===== src/rtl/awgn_frame_ctrl_if.sv =====
// Sample handshake and datapath strobes between the frame controller and the AWGN datapath.
// The controller takes the master modport; upstream/datapath logic takes the slave modport.
interface awgn_frame_ctrl_if;
  logic in_valid;
  logic in_ready;
  logic dp_read;
  logic dp_reset;
  logic out_valid;
  logic out_last;

  modport master (
    input  in_valid,
    output in_ready, dp_read, dp_reset, out_valid, out_last
  );

  modport slave (
    output in_valid,
    input  in_ready, dp_read, dp_reset, out_valid, out_last
  );
endinterface


===== src/rtl/awgn_frame_ctrl.sv =====
// AWGN frame sequencer: latches SNR into a sigma code, primes the datapath with a reset
// pulse, gates FRAME_LEN samples through valid/ready and emits latency-aligned valid/last.
module awgn_frame_ctrl #(
  parameter int unsigned FRAME_LEN = 320000,
  parameter int unsigned CNT_W     = 19,
  parameter int unsigned PRIME_CYC = 4,
  parameter int unsigned LAT       = 3
) (
  input  logic                 clk,
  input  logic                 reset,
  input  logic                 start,
  input  logic                 abort,
  input  logic [3:0]           snr_db,
  awgn_frame_ctrl_if.master    bus,
  output logic [7:0]           sigma,
  output logic [CNT_W-1:0]     sample_cnt,
  output logic [2:0]           state,
  output logic                 done,
  output logic                 err_snr
);

  localparam logic [2:0] IDLE  = 3'd0;
  localparam logic [2:0] PRIME = 3'd1;
  localparam logic [2:0] RUN   = 3'd2;
  localparam logic [2:0] DRAIN = 3'd3;
  localparam logic [2:0] DONE  = 3'd4;

  localparam int unsigned CYC_MAX = (PRIME_CYC > LAT) ? PRIME_CYC : LAT;
  localparam int unsigned CYC_W   = $clog2(CYC_MAX + 1);

  logic [2:0]       state_q, state_d;
  logic [7:0]       sigma_q, sigma_d;
  logic [CNT_W-1:0] cnt_q, cnt_d;
  logic [CYC_W-1:0] cyc_q, cyc_d;
  logic             err_q, err_d;
  logic             dp_reset_q, dp_reset_d;
  logic [LAT-1:0]   vld_sr_q, vld_sr_d;
  logic [LAT-1:0]   last_sr_q, last_sr_d;

  logic in_ready;
  logic accept;
  logic final_acc;
  logic snr_legal;
  logic abort_clr;
  logic [7:0] lut_sigma;

  always_comb begin
    lut_sigma = '0;
    case (snr_db)
      4'd3:    lut_sigma = 8'd128;
      4'd4:    lut_sigma = 8'd114;
      4'd5:    lut_sigma = 8'd102;
      4'd6:    lut_sigma = 8'd90;
      4'd7:    lut_sigma = 8'd81;
      4'd8:    lut_sigma = 8'd72;
      4'd9:    lut_sigma = 8'd64;
      4'd10:   lut_sigma = 8'd57;
      4'd11:   lut_sigma = 8'd51;
      4'd12:   lut_sigma = 8'd45;
      default: lut_sigma = '0;
    endcase
  end

  assign snr_legal = (snr_db >= 4'd3) && (snr_db <= 4'd12);
  assign in_ready  = (state_q == RUN);
  assign accept    = in_ready & bus.in_valid;
  assign final_acc = accept && (cnt_q == CNT_W'(FRAME_LEN - 1));
  assign abort_clr = abort && (state_q != IDLE);

  always_comb begin
    state_d = state_q;
    sigma_d = sigma_q;
    cnt_d   = cnt_q;
    cyc_d   = cyc_q;
    err_d   = 1'b0;

    case (state_q)
      IDLE: begin
        if (start && !abort) begin
          if (snr_legal) begin
            sigma_d = lut_sigma;
            cnt_d   = '0;
            cyc_d   = '0;
            state_d = PRIME;
          end else begin
            err_d = 1'b1;
          end
        end
      end
      PRIME: begin
        if (cyc_q == CYC_W'(PRIME_CYC - 1)) begin
          cyc_d   = '0;
          state_d = RUN;
        end else begin
          cyc_d = cyc_q + CYC_W'(1);
        end
      end
      RUN: begin
        if (accept) begin
          cnt_d = cnt_q + CNT_W'(1);
        end
        if (final_acc) begin
          cyc_d   = '0;
          state_d = DRAIN;
        end
      end
      DRAIN: begin
        if (cyc_q == CYC_W'(LAT - 1)) begin
          cyc_d   = '0;
          state_d = DONE;
        end else begin
          cyc_d = cyc_q + CYC_W'(1);
        end
      end
      DONE:    state_d = IDLE;
      default: state_d = IDLE;
    endcase

    // Abort overrides whatever the frame was doing, including a pending DONE.
    if (abort_clr) begin
      state_d = IDLE;
      cnt_d   = '0;
      cyc_d   = '0;
    end
  end

  always_comb begin
    vld_sr_d     = '0;
    last_sr_d    = '0;
    vld_sr_d[0]  = accept;
    last_sr_d[0] = final_acc;
    for (int unsigned i = 1; i < LAT; i++) begin
      vld_sr_d[i]  = vld_sr_q[i-1];
      last_sr_d[i] = last_sr_q[i-1];
    end
    if (abort_clr) begin
      vld_sr_d  = '0;
      last_sr_d = '0;
    end
  end

  // Registered from the next state so dp_reset lines up exactly with the PRIME cycles.
  assign dp_reset_d = (state_d == PRIME);

  always_ff @(posedge clk) begin
    if (!reset) begin
      state_q    <= IDLE;
      sigma_q    <= '0;
      cnt_q      <= '0;
      cyc_q      <= '0;
      err_q      <= 1'b0;
      dp_reset_q <= 1'b1;
      vld_sr_q   <= '0;
      last_sr_q  <= '0;
    end else begin
      state_q    <= state_d;
      sigma_q    <= sigma_d;
      cnt_q      <= cnt_d;
      cyc_q      <= cyc_d;
      err_q      <= err_d;
      dp_reset_q <= dp_reset_d;
      vld_sr_q   <= vld_sr_d;
      last_sr_q  <= last_sr_d;
    end
  end

  assign bus.in_ready  = in_ready;
  assign bus.dp_read   = accept;
  assign bus.dp_reset  = dp_reset_q;
  assign bus.out_valid = vld_sr_q[LAT-1];
  assign bus.out_last  = last_sr_q[LAT-1];
  assign sigma         = sigma_q;
  assign sample_cnt    = cnt_q;
  assign state         = state_q;
  assign done          = (state_q == DONE);
  assign err_snr       = err_q;

endmodule


===== src/flat_wrapper.sv =====
// flat-port wrapper written by rule: the top's interface ports become plain ports
module awgn_frame_ctrl_flat 
#(
  parameter int unsigned FRAME_LEN = 320000,
  parameter int unsigned CNT_W     = 19,
  parameter int unsigned PRIME_CYC = 4,
  parameter int unsigned LAT       = 3
)
  (clk, reset, start, abort, snr_db, sigma, sample_cnt, state, done, err_snr, bus_in_valid, bus_in_ready, bus_dp_read, bus_dp_reset, bus_out_valid, bus_out_last);
  awgn_frame_ctrl_if bus_i ();
  input  logic clk;
  input  logic reset;
  input  logic start;
  input  logic abort;
  input  logic [3:0] snr_db;
  output logic [7:0] sigma;
  output logic [CNT_W-1:0] sample_cnt;
  output logic [2:0] state;
  output logic done;
  output logic err_snr;
  input wire logic [$bits(bus_i.in_valid)-1:0] bus_in_valid;
  output wire logic [$bits(bus_i.in_ready)-1:0] bus_in_ready;
  output wire logic [$bits(bus_i.dp_read)-1:0] bus_dp_read;
  output wire logic [$bits(bus_i.dp_reset)-1:0] bus_dp_reset;
  output wire logic [$bits(bus_i.out_valid)-1:0] bus_out_valid;
  output wire logic [$bits(bus_i.out_last)-1:0] bus_out_last;
  assign bus_i.in_valid = bus_in_valid;
  assign bus_in_ready = bus_i.in_ready;
  assign bus_dp_read = bus_i.dp_read;
  assign bus_dp_reset = bus_i.dp_reset;
  assign bus_out_valid = bus_i.out_valid;
  assign bus_out_last = bus_i.out_last;
  awgn_frame_ctrl #(.FRAME_LEN(FRAME_LEN), .CNT_W(CNT_W), .PRIME_CYC(PRIME_CYC), .LAT(LAT)) u_core (.clk(clk), .reset(reset), .start(start), .abort(abort), .snr_db(snr_db), .bus(bus_i), .sigma(sigma), .sample_cnt(sample_cnt), .state(state), .done(done), .err_snr(err_snr));
endmodule

===== config.mk =====
export PLATFORM = sky130hd
export DESIGN_NAME = awgn_frame_ctrl_flat
export DESIGN_NICKNAME = d
export VERILOG_FILES = /design/src/rtl/awgn_frame_ctrl_if.sv /design/src/rtl/awgn_frame_ctrl.sv /design/src/flat_wrapper.sv
export SDC_FILE = /design/constraint.sdc
export NUM_CORES = 1
export LEC_CHECK = 0
export ABC_AREA = 1
export CORE_MARGIN = 5
export CORE_UTILIZATION = 51
export DETAILED_ROUTE_END_ITERATION = 10
export PLACE_DENSITY = 0.9
export SYNTH_ARGS = -nofsm -noshare
export SYNTH_HDL_FRONTEND = slang
export SYNTH_SLANG_ARGS = --single-unit
export TNS_END_PERCENT = 20

===== constraint.sdc =====
create_clock -name clk -period 1.6 [get_ports clk]
set_input_delay 0.48 -clock clk [delete_from_list [all_inputs] [get_ports clk]]
set_output_delay 0.48 -clock clk [all_outputs]
set_load 0.05 [all_outputs]

==> out/results.ini <==
[power_and_ir_drop]
power.leakage_nw = 1.61
peakVddDrop_uv = 643
cellPowerDensity_mw_per_mm2 = 596
p_total_mw = 2.29

[worst_setup_path]
crit_path_max_incr_delay_ns = 0.38
criticalPathCategory = reg2out
path_buf_inv = 3
r2r_end = u_core.state[0]
r2r_slack_ns = -0.08
crit_family = flip-flops
crit-reg2reg-launch = u_core.state[1]
r2r_cells = 10
worst_setup_path_end_kind = output port
crit_chain = inv_4 > nor2_4 > nand2_2 > clkinvlp_4 > buf_12
worstSetupStartpointType = flip-flop
crit_slowest_cell = dfxtp_4
worstPathArrival_ns = 1.25
required_ns = 1.12
cp_max_fo = 3

[global_route]
grt_pass1_wl_um = 14300
gr-total-overflow = 0
track_usage_pct = 30.5
grt_max_degree = 15
antenna_found_initial = 0
grt_pass1_vias = 2906

[timing]
finalSetupViolCount = 10
fin_skew_ns = 0.00703
worst_pin_slew_ns = 0.342
tns_ns = -0.535
fin_ws_ns = -0.125
fin_crit_sh_pct = 108
timing.fmax_mhz = 580
finalHoldViolations = 0
min_period_ns = 1.73
drv_slew = 0
slew-limit-headroom_pct = 77.0
hold_slack_ns = 0.436
rsz0062_at_grt = true

[run_status]
violations = setup timing
outcome = finished with violations

[route]
via_per_inst = 6.24
antenna_left = 0
drc = 0
drt-pass1-iter-count = 6
first_iter_violations = 465
vias = 2959
avgRoutedWirePerCell_um = 21.3
wl_um = 10100

[place]
hpwl_um = 5260
dp_cells = 445
pre_cts_slack_ns = -0.537
gp_congestion = 0.862
port-buffer-count = 45

[floorplan]
dieArea_mm2 = 0.00587
die-height_um = 76.6
dieWidth_um = 76.6
ios = 46
initial_utilization_pct = 52.3
row_count = 24
coreArea_mm2 = 0.00432

[yosys]
synth.distinct_cells = 34
synth.avg_cell_area_um2 = 7.03
synth_nets = 337
synth-seq-area-share_pct = 36.3
netlist_area_mm2 = 0.00226
ys_seq_elements = 41
postSynthCellCount = 322
synth_warnings = 0

[clock_tree]
htree_levels = 2
root_buffer = clkbuf_8
clock_path_buffers = 2
path_clk_slew_ns = 0.08
cts_sinks = 41
clk_latency_ns = 0.32
cts_tree = yes
cts_buffers = 5

[final_layout]
nNetsFinal = 436
diodes = 0
nFillCells = 163
drive_gt1_share_pct = 42.2
final_cells = 474
syn_to_final_growth_pct = 69.8

[run]
max_cap_viol_count = 0

[hold_path]
min_path_type = reg2reg
hold_depth = 2
worst_hold_path.endpoint = u_core.vld_sr_q[2]
holdCritStartpoint = u_core.vld_sr_q[1]

[synthesized netlist by cell type]
cell type / n / area, um2
dfxtp_1: 41 / 821
inv_1: 35 / 131
nand3_1: 26 / 130
nor2_2: 2 / 12.5
o211ai_1: 1 / 7.51
clkinv_2: 1 / 5.00
nand3_4: 2 / 35.0
a22oi_1: 1 / 7.51
nor4_1: 1 / 6.26
nand3b_1: 2 / 15.0
a31oi_1: 3 / 18.8
nor3_2: 1 / 10.0
nand2_2: 7 / 43.8
buf_6: 4 / 45.0
a21boi_2: 1 / 11.3
nor2_8: 2 / 40.0
nor2_1: 58 / 218
a21oi_1: 19 / 95.1
nor3_1: 1 / 5.00
xor2_1: 2 / 17.5
ha_1: 6 / 75.1
a211oi_2: 1 / 12.5
nand4_1: 9 / 56.3
buf_2: 2 / 10.0
nand2_4: 1 / 11.3
nor2_4: 5 / 56.3
inv_2: 3 / 11.3
o21ai_1: 1 / 5.00
nand3b_2: 1 / 11.3
o22ai_1: 2 / 12.5
nand2_1: 71 / 267
o21ai_4: 1 / 16.3
clkbuf_1: 1 / 3.75
o21ai_0: 8 / 40.0
[what timing repair did]
action | in CTS | in global routing
setup buffers | 9 | 11
hold buffers | 0 | 0
cloned | 2 | 0
pin swaps | 11 | 25
resized for setup | 29 | 45
endpoints found under the setup margin | 34 | 33
[placed cells by master, fill, tap and decap left out, types with 4 or more instances in the layout]
cell type,instances
a21oi_1,15
ha_1,4
buf_4,45
dfxtp_2,7
dfxtp_4,5
o21ai_0,6
nand2_1,59
nor2_2,10
clkbuf_8,5
nand2_4,4
buf_12,40
nor2_4,7
nand3_1,23
dfxtp_1,29
nor2_1,48
inv_1,32
nand4_1,9
a21oi_2,4
nand2_2,16
[sequential cells by signal (all words and copies together) (netlist names)]
register and flops:
u_core.sample_cnt 19, u_core.bus.dp_reset 1, u_core.vld_sr_q 3, u_core.sigma 8, u_core.state 3, u_core.err_snr 1, u_core.cyc_q 3, u_core.last_sr_q 3
[kinds of logic (layout without fill, tap and decap cells)]
| logic type | count (synthesis) | after routing | share of synthesized area [%] |
|---|---|---|---|
| compound gates | 38 | 38 | 10.0 |
| xor+xnor | 2 | 2 | 0.774 |
| fa+ha+maj | 6 | 6 | 3.32 |
| buf+inv | 46 | 146 | 9.12 |
| flops | 41 | 41 | 36.3 |
| simple gates | 189 | 189 | 40.5 |
[final cells by class]
cell class / instances / area, um2 / share of cell area, %
clock buffer: 5 / 68.8 / 1.79
clock inverter: 3 / 16.3 / 0.423
inverter: 39 / 160 / 4.17
multi-input combinational: 235 / 1380 / 35.9
sequential: 41 / 848 / 22.1
tap: 52 / 65.1 / 1.69
timing repair buffer: 99 / 1310 / 34.0
[worst max path at each step]
stage	start	end	slack [ns]	cells after the start
3_3_place_gp	snr_db[0]	u_core.sample_cnt[17]	-0.40	9
4_1_cts	u_core.state[1]	bus_in_ready	-0.08	5
6_report	u_core.state[1]	bus_in_ready	-0.13	5
2_1_floorplan	u_core.sample_cnt[10]	u_core.sample_cnt[17]	-0.02	5
3_5_place_dp	snr_db[0]	u_core.sample_cnt[12]	-0.54	9
5_1_grt	u_core.state[1]	bus_in_ready	-0.15	5
[power by group]
part / switching, mW / leakage (nW) / total [mW] / internal (mW)
combinational: 0.298 / 1.22 / 0.525 / 0.227
clock: 0.392 / 0.0482 / 0.695 / 0.302
sequential: 0.0313 / 0.340 / 1.07 / 1.04
[metal layers]
| metal | global-route usage [%] | share of wire, % | vias up |
|---|---|---|---|
| met5 | 0 | 0 | - |
| met4 | 22.0 | 8.8 | 0 |
| met3 | 8.98 | 9.6 | 104 |
| met2 | 52.1 | 48 | 283 |
| met1 | 31.3 | 34 | 1341 |
| li1 | - | - | 1231 |
[worst reg2reg max path, delay by kind of cell, from the launching register on]
kind	cells	cell delay [ns]
DFF	1	0.38
buffers and inverters	3	0.37
and+or+nand+nor	7	0.84
[stage by stage]
step | instance area (um2) | util, %
detailed placement | 3400 | 78.6
finish | 3840 | 88.9
global route | 3840 | 88.9
floorplan | 2300 | -
global placement | 3400 | 78.6
CTS | 3670 | 84.8
Power figures use the tool's default switching activity.
